===== src/rtl/regbank_wr_sched.sv =====
// regbank_wr_sched
//   Write-port scheduler for the 32-entry MIPS register bank. The bank has a
//   single write port shared by the CPU writeback stage, a debug/host write
//   requester (through a one-entry buffer) and a clear sequencer that zeroes
//   every register on command. The CPU is stalled whenever it loses the port.
//
// Ports
//   clk, rst          clock; synchronous active-high reset
//   i_cpu_we/waddr/wdata   writeback write request (ignored while o_cpu_stall)
//   o_cpu_stall       CPU must hold its writeback this cycle
//   i_dbg_valid/addr/data, o_dbg_ready   debug write handshake
//   i_clr_start       one-cycle pulse starting the clear sequence
//   o_clr_busy        clear sequence active
//   o_rf_we/waddr/wdata    bank RegWrite / WriteReg / WriteData
//
// Configuration macro
//   REGSCHED_ZERO_GUARD_EN : CPU/debug writes to register 0 are consumed
//                            without asserting o_rf_we (clear still writes r0).

module regbank_wr_sched #(
  parameter int REG_FILE_DEPTH = 32,
  parameter int REG_ADDR_W     = 5,
  parameter int DATA_32_W      = 32,
  parameter int STARVE_LIMIT   = 8
) (
  input  logic                  clk,
  input  logic                  rst,
  input  logic                  i_cpu_we,
  input  logic [REG_ADDR_W-1:0] i_cpu_waddr,
  input  logic [DATA_32_W-1:0]  i_cpu_wdata,
  output logic                  o_cpu_stall,
  input  logic                  i_dbg_valid,
  output logic                  o_dbg_ready,
  input  logic [REG_ADDR_W-1:0] i_dbg_addr,
  input  logic [DATA_32_W-1:0]  i_dbg_data,
  input  logic                  i_clr_start,
  output logic                  o_clr_busy,
  output logic                  o_rf_we,
  output logic [REG_ADDR_W-1:0] o_rf_waddr,
  output logic [DATA_32_W-1:0]  o_rf_wdata
);

  localparam int SW = $clog2(STARVE_LIMIT + 1);
  localparam logic [SW-1:0] STARVE_LAST = SW'(STARVE_LIMIT - 1);
  localparam logic [REG_ADDR_W-1:0] CLR_LAST = REG_ADDR_W'(REG_FILE_DEPTH - 1);

`ifdef REGSCHED_ZERO_GUARD_EN
  localparam bit ZERO_GUARD = 1'b1;
`else
  localparam bit ZERO_GUARD = 1'b0;
`endif

  typedef enum logic [1:0] {RUN, CLEAR, DRAIN} state_t;

  state_t                r_state;
  logic                  r_pend;
  logic [REG_ADDR_W-1:0] r_pendAddr;
  logic [DATA_32_W-1:0]  r_pendData;
  logic [SW-1:0]         r_starveCnt;
  logic [REG_ADDR_W-1:0] r_clrCnt;

  state_t                w_nextState;
  logic [SW-1:0]         w_nextStarve;
  logic [REG_ADDR_W-1:0] w_nextClr;
  logic                  w_pendClear;
  logic                  w_accept;

  assign o_dbg_ready = !r_pend && (r_state != CLEAR);
  assign w_accept    = i_dbg_valid && o_dbg_ready;

  // Next-state and port arbitration. In RUN the CPU always wins; a buffered
  // debug write that has been blocked STARVE_LIMIT cycles gets a DRAIN cycle,
  // so DRAIN is entered when the counter is about to reach the limit. A clear
  // request takes priority over a pending drain; the buffer survives it.
  always_comb begin
    w_nextState  = r_state;
    w_nextStarve = r_starveCnt;
    w_nextClr    = r_clrCnt;
    w_pendClear  = 1'b0;
    o_cpu_stall  = 1'b0;
    o_clr_busy   = 1'b0;
    o_rf_we      = 1'b0;
    o_rf_waddr   = '0;
    o_rf_wdata   = '0;
    case (r_state)
      RUN: begin
        if (i_cpu_we) begin
          o_rf_we    = !(ZERO_GUARD && (i_cpu_waddr == '0));
          o_rf_waddr = i_cpu_waddr;
          o_rf_wdata = i_cpu_wdata;
          if (r_pend) begin
            w_nextStarve = r_starveCnt + 1'b1;
            if (r_starveCnt == STARVE_LAST) w_nextState = DRAIN;
          end
        end else if (r_pend) begin
          o_rf_we      = !(ZERO_GUARD && (r_pendAddr == '0));
          o_rf_waddr   = r_pendAddr;
          o_rf_wdata   = r_pendData;
          w_pendClear  = 1'b1;
          w_nextStarve = '0;
        end
        if (i_clr_start) begin
          w_nextState  = CLEAR;
          w_nextClr    = '0;
          w_nextStarve = '0;
        end
      end
      DRAIN: begin
        o_cpu_stall  = 1'b1;
        o_rf_we      = !(ZERO_GUARD && (r_pendAddr == '0));
        o_rf_waddr   = r_pendAddr;
        o_rf_wdata   = r_pendData;
        w_pendClear  = 1'b1;
        w_nextStarve = '0;
        w_nextState  = RUN;
        if (i_clr_start) begin
          w_nextState = CLEAR;
          w_nextClr   = '0;
        end
      end
      CLEAR: begin
        o_cpu_stall = 1'b1;
        o_clr_busy  = 1'b1;
        o_rf_we     = 1'b1;
        o_rf_waddr  = r_clrCnt;
        w_nextClr   = r_clrCnt + 1'b1;
        if (r_clrCnt == CLR_LAST) begin
          w_nextState = RUN;
          w_nextClr   = '0;
        end
      end
      default: w_nextState = RUN;
    endcase
  end

  // State, counters and the one-entry debug buffer. A request can only be
  // accepted while the buffer is empty, so set and clear never collide.
  always_ff @(posedge clk) begin
    if (rst) begin
      r_state     <= RUN;
      r_pend      <= 1'b0;
      r_pendAddr  <= '0;
      r_pendData  <= '0;
      r_starveCnt <= '0;
      r_clrCnt    <= '0;
    end else begin
      r_state     <= w_nextState;
      r_starveCnt <= w_nextStarve;
      r_clrCnt    <= w_nextClr;
      if (w_pendClear) begin
        r_pend <= 1'b0;
      end else if (w_accept) begin
        r_pend     <= 1'b1;
        r_pendAddr <= i_dbg_addr;
        r_pendData <= i_dbg_data;
      end
    end
  end

endmodule


===== config.mk =====
export PLATFORM = sky130hd
export DESIGN_NAME = regbank_wr_sched
export DESIGN_NICKNAME = d
export VERILOG_FILES = /design/src/rtl/regbank_wr_sched.sv
export SDC_FILE = /design/constraint.sdc
export NUM_CORES = 1
export LEC_CHECK = 0
export ABC_AREA = 1
export CAP_MARGIN = 10
export CELL_PAD_IN_SITES_DETAIL_PLACEMENT = 1
export CELL_PAD_IN_SITES_GLOBAL_PLACEMENT = 1
export CORE_AREA = 2 2 98 100
export CTS_CLUSTER_SIZE = 28
export DETAILED_ROUTE_END_ITERATION = 8
export DIE_AREA = 0 0 100 102
export PLACE_DENSITY = 0.84
export RECOVER_POWER = 25
export SYNTH_ARGS = -nofsm -noshare
export SYNTH_HDL_FRONTEND = slang
export SYNTH_SLANG_ARGS = --single-unit

===== constraint.sdc =====
create_clock -name clk -period 2.7 [get_ports clk]
set_input_delay 0.54 -clock clk [delete_from_list [all_inputs] [get_ports clk]]
set_output_delay 0.54 -clock clk [all_outputs]
set_load 0.01 [all_outputs]

[Yosys cells after proc, flatten, opt, wreduce, memory -nomap -nowiden]
Index checks and enable logic that the tools add are counted.
Widths: inputs -> output; s select.
Storage, ports and cells
  register bits: 49
  bits of input ports: 79
  output and inout port bits: 41
  logic and storage cells: 60
Cells by class
  $add $sub $neg: 2
  equality and inequality tests: 10
  multiplexer cells: 28
  bitwise logic cells: 1
  reductions and logical operators: 13
Operators with widths (number)
  $mux 32: 2
  $pmux 32 s2: 1
  $mux 5: 4
  $mux 4: 4
  $pmux 5 s3: 1
  $mux 2: 5
  $pmux 5 s2: 1
  $ne 3x3->1 const B: 3
  $pmux 4 s2: 1
  $mux 1: 6
  $pmux 2 s3: 1
  $reduce_and 2->1: 3
  $reduce_or 2->1: 3
  $add 5x1->5 const B: 1
  $eq 5x5->1 const B: 1
  $add 4x1->4 const B: 1
  $eq 4x3->1 const B: 1
  $ne 2x1->1 const B: 2
  $pmux 1 s2: 2
  $reduce_and 4->1: 1
  $reduce_bool 2->1: 2
  $eq 2x1->1 const B: 1
  $eq 2x2->1 const B: 1
  $logic_and 1x1->1: 2
  4 further kinds: 4

[Depth between registers and ports, before layout]
Gate-level depths: netlist of run 1.
  word-level depth: 6
  mapped depth: 10
  depth with buffers taken out: 10

[Least setup slack after synthesis of run 1]
Ideal clock, no wire load.
  path kind: flip-flop to output port
  start: register r_state[0]
  end: output o_rf_wdata[12]
  arrival: 1402 ps
  required time: 2160 ps
  slack: 758 ps
  stages on the path, launching flop included: 8
  buffers on the path: 2
  cells stage by stage: dfxtp_1 -> inv_1 -> ha_1 -> nand2_1 -> o21ai_2 -> buf_4 -> buf_2 -> a22o_1
Between the ends
  word-level cells in the longest chain between the ends: 2
  elaborated cells on any way between the ends: 3
  classes of those cells: eq/ne: 1; mux: 1; reduce/logical: 1
RTL lines
  start, declared: line 55  | state_t r_state;
  start signal, assigned: line 147  | r_state <= w_nextState;
  $eq 2x2->1 / $logic_not 2->1 (equally long branches): line 85  | case (r_state)
  $pmux 32 s2 *: line 85
  end, declared: line 40  | output logic [DATA_32_W-1:0] o_rf_wdata
Every way passes the cells marked *; elsewhere a longest branch is shown, timed or not.

[Final worst setup path of run 1]
  start: register r_state[0]
  end: output o_rf_wdata[31]
The elaborated chain is that of the path after synthesis.

==> key figures, run 1 <==
Outcome
  • Status: finished clean

Worst setup path
  • Crit-path max cell delay: 360 ps
  • R2R cell count: 12
  • Critical path class: flip-flop to output port
  • Flop2flop setup slack: 310 ps
  • Critical Path AT: 2050 ps
  • Worst setup EP type: output port
  • R2R Path Start: r_state[0]
  • Critical path buffer and inverter count: 6
  • Max Fanout on Critical Path: 13
  • Worst setup SP type: flip-flop
  • Crit-path cells: inv_2, ha_1, inv_2, o21ai_4, buf_4, buf_12, buf_16, a22o_1, dlygate4sd2_1
  • Worst Setup EP: o_rf_wdata[31]
  • Critical R2R Capture: r_pendData[15]
  • WP depth: 9
  • Worst path top cell family by delay: buffers and inverters
  • Critical path required time: 2160 ps
  • Slowest CP cell: dfxtp_1
  • CP Launch Point: r_state[0]
  • Most Frequent Cell on Critical Path: inv_2

STA
  • RSZ-0062 raised after global routing: true
  • Setup violators final: 0
  • Highest clock rate: 0.386 GHz
  • Least-Margin Pin Slew: 804 ps
  • Slew Viols, Final: 0
  • Final Hold Viols: 0
  • Max-slew headroom: 46.4%
  • Final Skew: 8.56 ps
  • Period minus WS final: 2590 ps
  • WHS: 495 ps
  • Tcrit/Tclk final: 96.0%

Pwr
  • Total chip power: 0.00239 W
  • Worst vdd ir: 0.222 mV
  • PwrDens: 565 mW/mm^2
  • Leak pwr: 2.15 nW

Flow run
  • Max-Cap Viols: 0

GRT
  • Largest net degree at the start of global routing: 49
  • Total track usage: 17.6%
  • Vias in the first global route: 3,140
  • Initial antenna violation count: 0
  • Remaining Overflow, GRT: 0
  • Global-route wire length before repair: 14,500 um

Layout
  • Fin nets: 627
  • Utilization after layout: 46.3%
  • Commonest non-fill, non-tap cell in the layout: nand2_1
  • Commonest non-fill, non-tap cells in the layout: nand2_1, nor2_1, clkdlybuf4s50_1
  • Share of cells above drive strength 1: 6.10%
  • N_diodes: 0
  • Synthesis-to-finish area growth: 56.8%

Clocking
  • Clk sinks: 49
  • CTS max path bufs: 2
  • CTS buffer count: 5
  • CTS tree: yes
  • Insertion delay to the later sink of the worst-skew pair: 300 ps
  • CTS root buf: clkbuf_8
  • Clk slew on worst S/H paths: 100 ps
  • # H-tree levels: 2

Synth
  • Synth Cell Area: 0.00269 sq mm
  • Ys async rst share: 0%
  • Synth cell types: 21
  • Synth warn: 0
  • Largest area contributor in the netlist: dfxtp_1
  • Post-synthesis register bit count: 49
  • Sequential area share after synthesis: 36.5%
  • Syn Inst Count: 415
  • Yosys top cell area share: 36.5%
  • Post-synth EDFFs: 0
  • Avg Synthesized Cell Area: 6.48 sq um
  • Largest cells by area after synthesis: dfxtp_1, nand2_1, nor2_1, a22o_1, inv_1
  • Post-Syn Nets: 502
  • Main synth FF type: dfxtp_1

Route
  • Drc violations: 0
  • Drt wl/cell: 13.9 um
  • Vias/cell: 4.66
  • DR iter-0 viols: 51
  • Post-route ant nets: 0
  • Via count: 3,040
  • Wirelength, routed: 9100 um
  • Drt pass-1 iters: 6

Floorplanning
  • CORE AREA: 0.00911 sq mm
  • Die Wd: 100 um
  • Initial cell density of the core: 29.5%
  • Die footprint: 0.0102 sq mm
  • Die Ht: 102 um
  • I/O pin total: 120
  • Site Rows: 35

Placed design
  • RePlAce Congestion: 0.866
  • PortBufs: 119
  • Dpl hpwl: 6680 um

Hold path
  • Hold Crit Class: flip-flop to flip-flop
[Yosys cell counts, types with 2 or more instances]
library cell	instances
ha_1	8
a22o_1	32
buf_2	6
a31oi_1	2
dfxtp_1	49
buf_6	4
a21oi_1	11
o21ai_0	7
buf_4	4
nand2_1	120
nand4_1	2
nand3_1	8
inv_1	55
nor2_1	97
clkbuf_1	4
[cell type report]
cell class,instances,area (sq um)
Fill cell,1174,4890
Multi-Input combinational cell,290,1400
Timing Repair Buffer,137,1380
Sequential cell,49,981
Inverter,57,216
Tap cell,111,139
Clock buffer,6,82.6
Clock inverter,2,17.5
[tightest hold or removal path, delay by kind of cell, from the launching register on]
kind,cells,cell delay (ps)
flops,1,320
simple gates,2,150
[through the flow]
step	cells	setup TNS (ps)	area [sq um]	setup WS, ps
2_1_floorplan	415	0	2690	758
3_3_place_gp	636	-3390	4020	-147
3_5_place_dp	636	-5420	4020	-196
4_1_cts	648	0	4170	0.366
5_1_grt	652	-8.63	4220	-8.23
6_report	652	0	4220	107
[where the power goes]
part | leakage (nW) | internal, W | switching [W]
sequential | 0.403 | 0.000828 | 0.0000702
combinational | 1.69 | 0.000502 | 0.000510
clock | 0.0518 | 0.000213 | 0.000261
total | 2.15 | 0.00154 | 0.000842
[repair_timing]
item                                    in CTS  in global routing
pin swaps                                    1                  1
buffers inserted                             3                  4
hold buffers                                 0                  0
gates cloned                                 1                  0
endpoints found under the setup margin      36                 22
gates resized for setup                     35                 19
[cell families (layout without fill, tap and decap cells)]
group | Yosys count | in the layout | synth area share, %
and+or+nand+nor | 228 | 228 | 32.4
buffers and inverters | 76 | 202 | 12.6
AOI/OAI and AO/OA | 54 | 54 | 14.8
DFF | 49 | 49 | 36.5
adders and majority gates | 8 | 8 | 3.72
[per-layer routing]
metal | vias to the layer above | global-route usage (%) | part of all wire (%)
met4 | 0 | 5.06 | 1.4
met3 | 12 | 3.83 | 5.1
li1 | 1534 | - | -
met5 | - | 0 | 0
met1 | 1407 | 21.1 | 43
met2 | 87 | 31.8 | 50
[flip-flops by register name, indices dropped and copies added (netlist names)]
signal       flops
r_clrCnt         5
r_pend           1
r_pendAddr       5
r_pendData      32
r_starveCnt      4
r_state          2
[how the worst min path moves through the flow]
stage / endpoint / slack, ps / cells after the start / from
after floorplan: r_clrCnt[4] / 450 / 2 / r_clrCnt[4]
after global placement: r_pendData[21] / 470 / 2 / r_pendData[21]
after detailed placement: r_pendAddr[1] / 480 / 2 / r_pendAddr[1]
after CTS: r_pendAddr[1] / 500 / 2 / r_pendAddr[1]
after global routing: r_clrCnt[4] / 510 / 2 / r_clrCnt[4]
final: r_pendData[8] / 490 / 2 / r_pendData[8]
Note: power is estimated with default switching activity, not from simulation.
==> inputs of run 2 (changes only) <==
Settings changed: ABC_AREA 1 to 0, CELL_PAD_IN_SITES_DETAIL_PLACEMENT 1 to unset, CELL_PAD_IN_SITES_GLOBAL_PLACEMENT 1 to unset, CORE_AREA 2 2 98 100 to 2 2 85 87, DIE_AREA 0 0 100 102 to 0 0 87 89, PLACE_DENSITY 0.84 to 0.74, SLEW_MARGIN set to 20.
==> key figures, run 2 <==
STA
  • Max-slew headroom: 57.3%
  • WHS: 456 ps
  • Setup violators final: 0
  • Highest clock rate: 0.384 GHz
  • Final setup margin: 97.4 ps
  • Final Hold Viols: 0
  • Final Skew: 7.09 ps
  • Setup_tns: 0 ps
  • Slew Viols, Final: 0
  • Period minus WS final: 2600 ps
  • Least-Margin Pin Slew: 640 ps
  • RSZ-0062 raised after global routing: false
  • Tcrit/Tclk final: 96.4%

Layout
  • Cell Count, Final, Fillers Out: 504
  • Final Cell Area: 0.00388 sq mm
  • Commonest non-fill, non-tap cell in the layout: clkdlybuf4s50_1
  • Fin nets: 510
  • N_diodes: 0
  • Share of cells above drive strength 1: 6.84%
  • Synthesis-to-finish area growth: 53.3%
  • Largest registers: r_pendData: 32 flops, r_clrCnt: 5 flops, r_pendAddr: 5 flops
  • Largest register FFs: 32
  • Commonest non-fill, non-tap cells in the layout: clkdlybuf4s50_1, nand2_1, a21oi_1
  • Biggest register: r_pendData

Synth
  • Ys async rst share: 0%
  • Synth warn: 0
  • Post-Syn Nets: 392
  • Most common cell in the netlist: nand2_1
  • Synth cell types: 38
  • Main synth FF type: dfxtp_1
  • Avg Synthesized Cell Area: 8.29 sq um
  • Largest area contributor in the netlist: dfxtp_1
  • Post-synthesis simple-gate area fraction: 21.2%
  • Mux cell area share after synthesis: 0%
  • Largest cells by area after synthesis: dfxtp_1, nand2_1, a22o_1, a21oi_1, buf_6
  • Main combinational cell family by area after synthesis: compound AO/OA/AOI/OAI gates
  • Post-synth EDFFs: 0
  • XOR/XNOR share of the synthesized area: 0%
  • Compound-cell area share of the yosys netlist: 28.5%
  • Yosys top cell area share: 38.8%
  • Top post-synthesis cells by count: nand2_1, a21oi_1, dfxtp_1
  • Syn Inst Count: 305
  • Sequential area share after synthesis: 38.8%
  • Synth Cell Area: 0.00253 sq mm
  • Synthesized-area fraction occupied by adder cells: 3.96%
  • Post-synthesis register bit count: 49

GRT
  • Vias in the first global route: 2,400
  • Initial antenna violation count: 0
  • Largest net degree at the start of global routing: 34
  • Remaining Overflow, GRT: 0
  • Total track usage: 18.3%
  • Global-route wire length before repair: 11,200 um

Route
  • DR iter-0 viols: 73
  • Via count: 2,628
  • Vias/cell: 5.21
  • Drc violations: 0
  • Wirelength, routed: 7580 um
  • Drt wl/cell: 15.0 um
  • Post-route ant nets: 0
  • Drt pass-1 iters: 4

Worst setup path
  • Critical Path AT: 2060 ps
  • Critical path class: flip-flop to output port
  • Critical path required time: 2160 ps
  • Worst setup SP type: flip-flop
  • Max Fanout on Critical Path: 16
  • Worst setup EP type: output port

Placed design
  • Placed cell count: 495
  • Cell Area, Placed: 0.00378 sq mm
  • RePlAce Congestion: 0.784
  • PortBufs: 119
  • Dpl hpwl: 5570 um
  • Setup WS pre-CTS: -278 ps

Clocking
  • Clk sinks: 49
  • Clk slew on worst S/H paths: 90 ps
  • CTS tree: yes
  • Setup Buffers After CTS: 0
  • CTS max path bufs: 2
  • # H-tree levels: 2
  • CTS buffer count: 5
  • CTS root buf: clkbuf_8
  • Insertion delay to the later sink of the worst-skew pair: 300 ps
  • Hold Buf Count CTS: 0

Hold path
  • Hold Crit Class: flip-flop to flip-flop

Outcome
  • Status: finished clean

Pwr
  • PwrDens: 472 mW/mm^2
  • Worst vdd ir: 0.294 mV
  • Leak pwr: 1.61 nW

Floorplanning
  • Site Rows: 30
  • Die footprint: 0.00774 sq mm
  • Die Wd: 87 um
  • I/O pin total: 120
  • Initial cell density of the core: 37.6%
  • Die Ht: 89 um
  • CORE AREA: 0.00672 sq mm

Flow run
  • Max-Cap Viols: 0
==> run 2: cell types whose count changed after synthesis, sizes merged, moves of 4 or more <==
cell and delta:
a22oi +5, nand2 -44, nand3 -4, o21ai +5, clkbuf +5, nor2 -94, a21oi +40, inv -52
nand4b +4
==> run 2: where the power goes <==
group,internal (W),switching (W)
logic,0.000264,0.000226
clock network,0.000301,0.000244
registers,0.000769,0.0000262
==> run 2: path summary, 6_finish.rpt <==
check                 from             end  slack (ps)  cells past startpoint
max             r_state[1]  o_rf_wdata[10]         100                      7
min          r_pendAddr[2]   r_pendAddr[2]         460                      2
max reg2reg     r_state[0]   r_pendData[7]         610                      6
min reg2reg  r_pendAddr[2]   r_pendAddr[2]         460                      2
==> run 2: stage by stage <==
stage               total power (W)  utilization [%]
global placement            0.00132             56.3
finish                      0.00183             57.7
global route                0.00193             57.7
detailed placement          0.00133             56.3
floorplan                   0.00107                -
CTS                         0.00185             57.4
==> run 2: area by class of cell <==
cell class,instances,area (sq um)
Fill cell,632,2840
Inverter,4,15.0
Timing Repair Buffer,134,1300
Multi-Input combinational cell,229,1360
Tap cell,80,100
Sequential cell,49,982
Clock inverter,2,37.5
Clock buffer,6,82.6
==> run 2: routing by layer <==
metal | wire, um | GRT usage (%) | part of all wire, % | vias up
li1 | - | - | - | 1325
met1 | 3110 | 22.5 | 41 | 1214
met2 | 3900 | 30.5 | 51 | 73
met3 | 380 | 4.43 | 5.0 | 16
met4 | 191 | 8.10 | 2.5 | 0
met5 | 0 | 0 | 0 | -
==> run 2: cells by family after synthesis <==
family | Yosys count
AND/OR/NAND/NOR | 110
flip-flops | 49
AO/OA/AOI/OAI | 111
adder cells (fa/ha/maj) | 8
buffers and inverters | 27
==> run 2: repair_timing <==
item | in CTS | in global routing
cloned | 0 | 1
setup endpoints to repair | 37 | 27
resized for setup | 40 | 2
==> run 2: critical path, cell delays in order (launching register included) <==
cell and delay [ps]:
dfxtp_2 360, inv_1 90, ha_2 190, and3b_1 170
or2_4 260, clkbuf_16 180, a22o_1 220, dlygate4sd2_1 280
==> inputs of run 3 (changes only) <==
Settings changed: CAP_MARGIN 10 to 20, SKIP_LAST_GASP set to 1.
==> results of run 3 <==
Same layout as run 2: the final DEF is identical, and so are final timing and power.
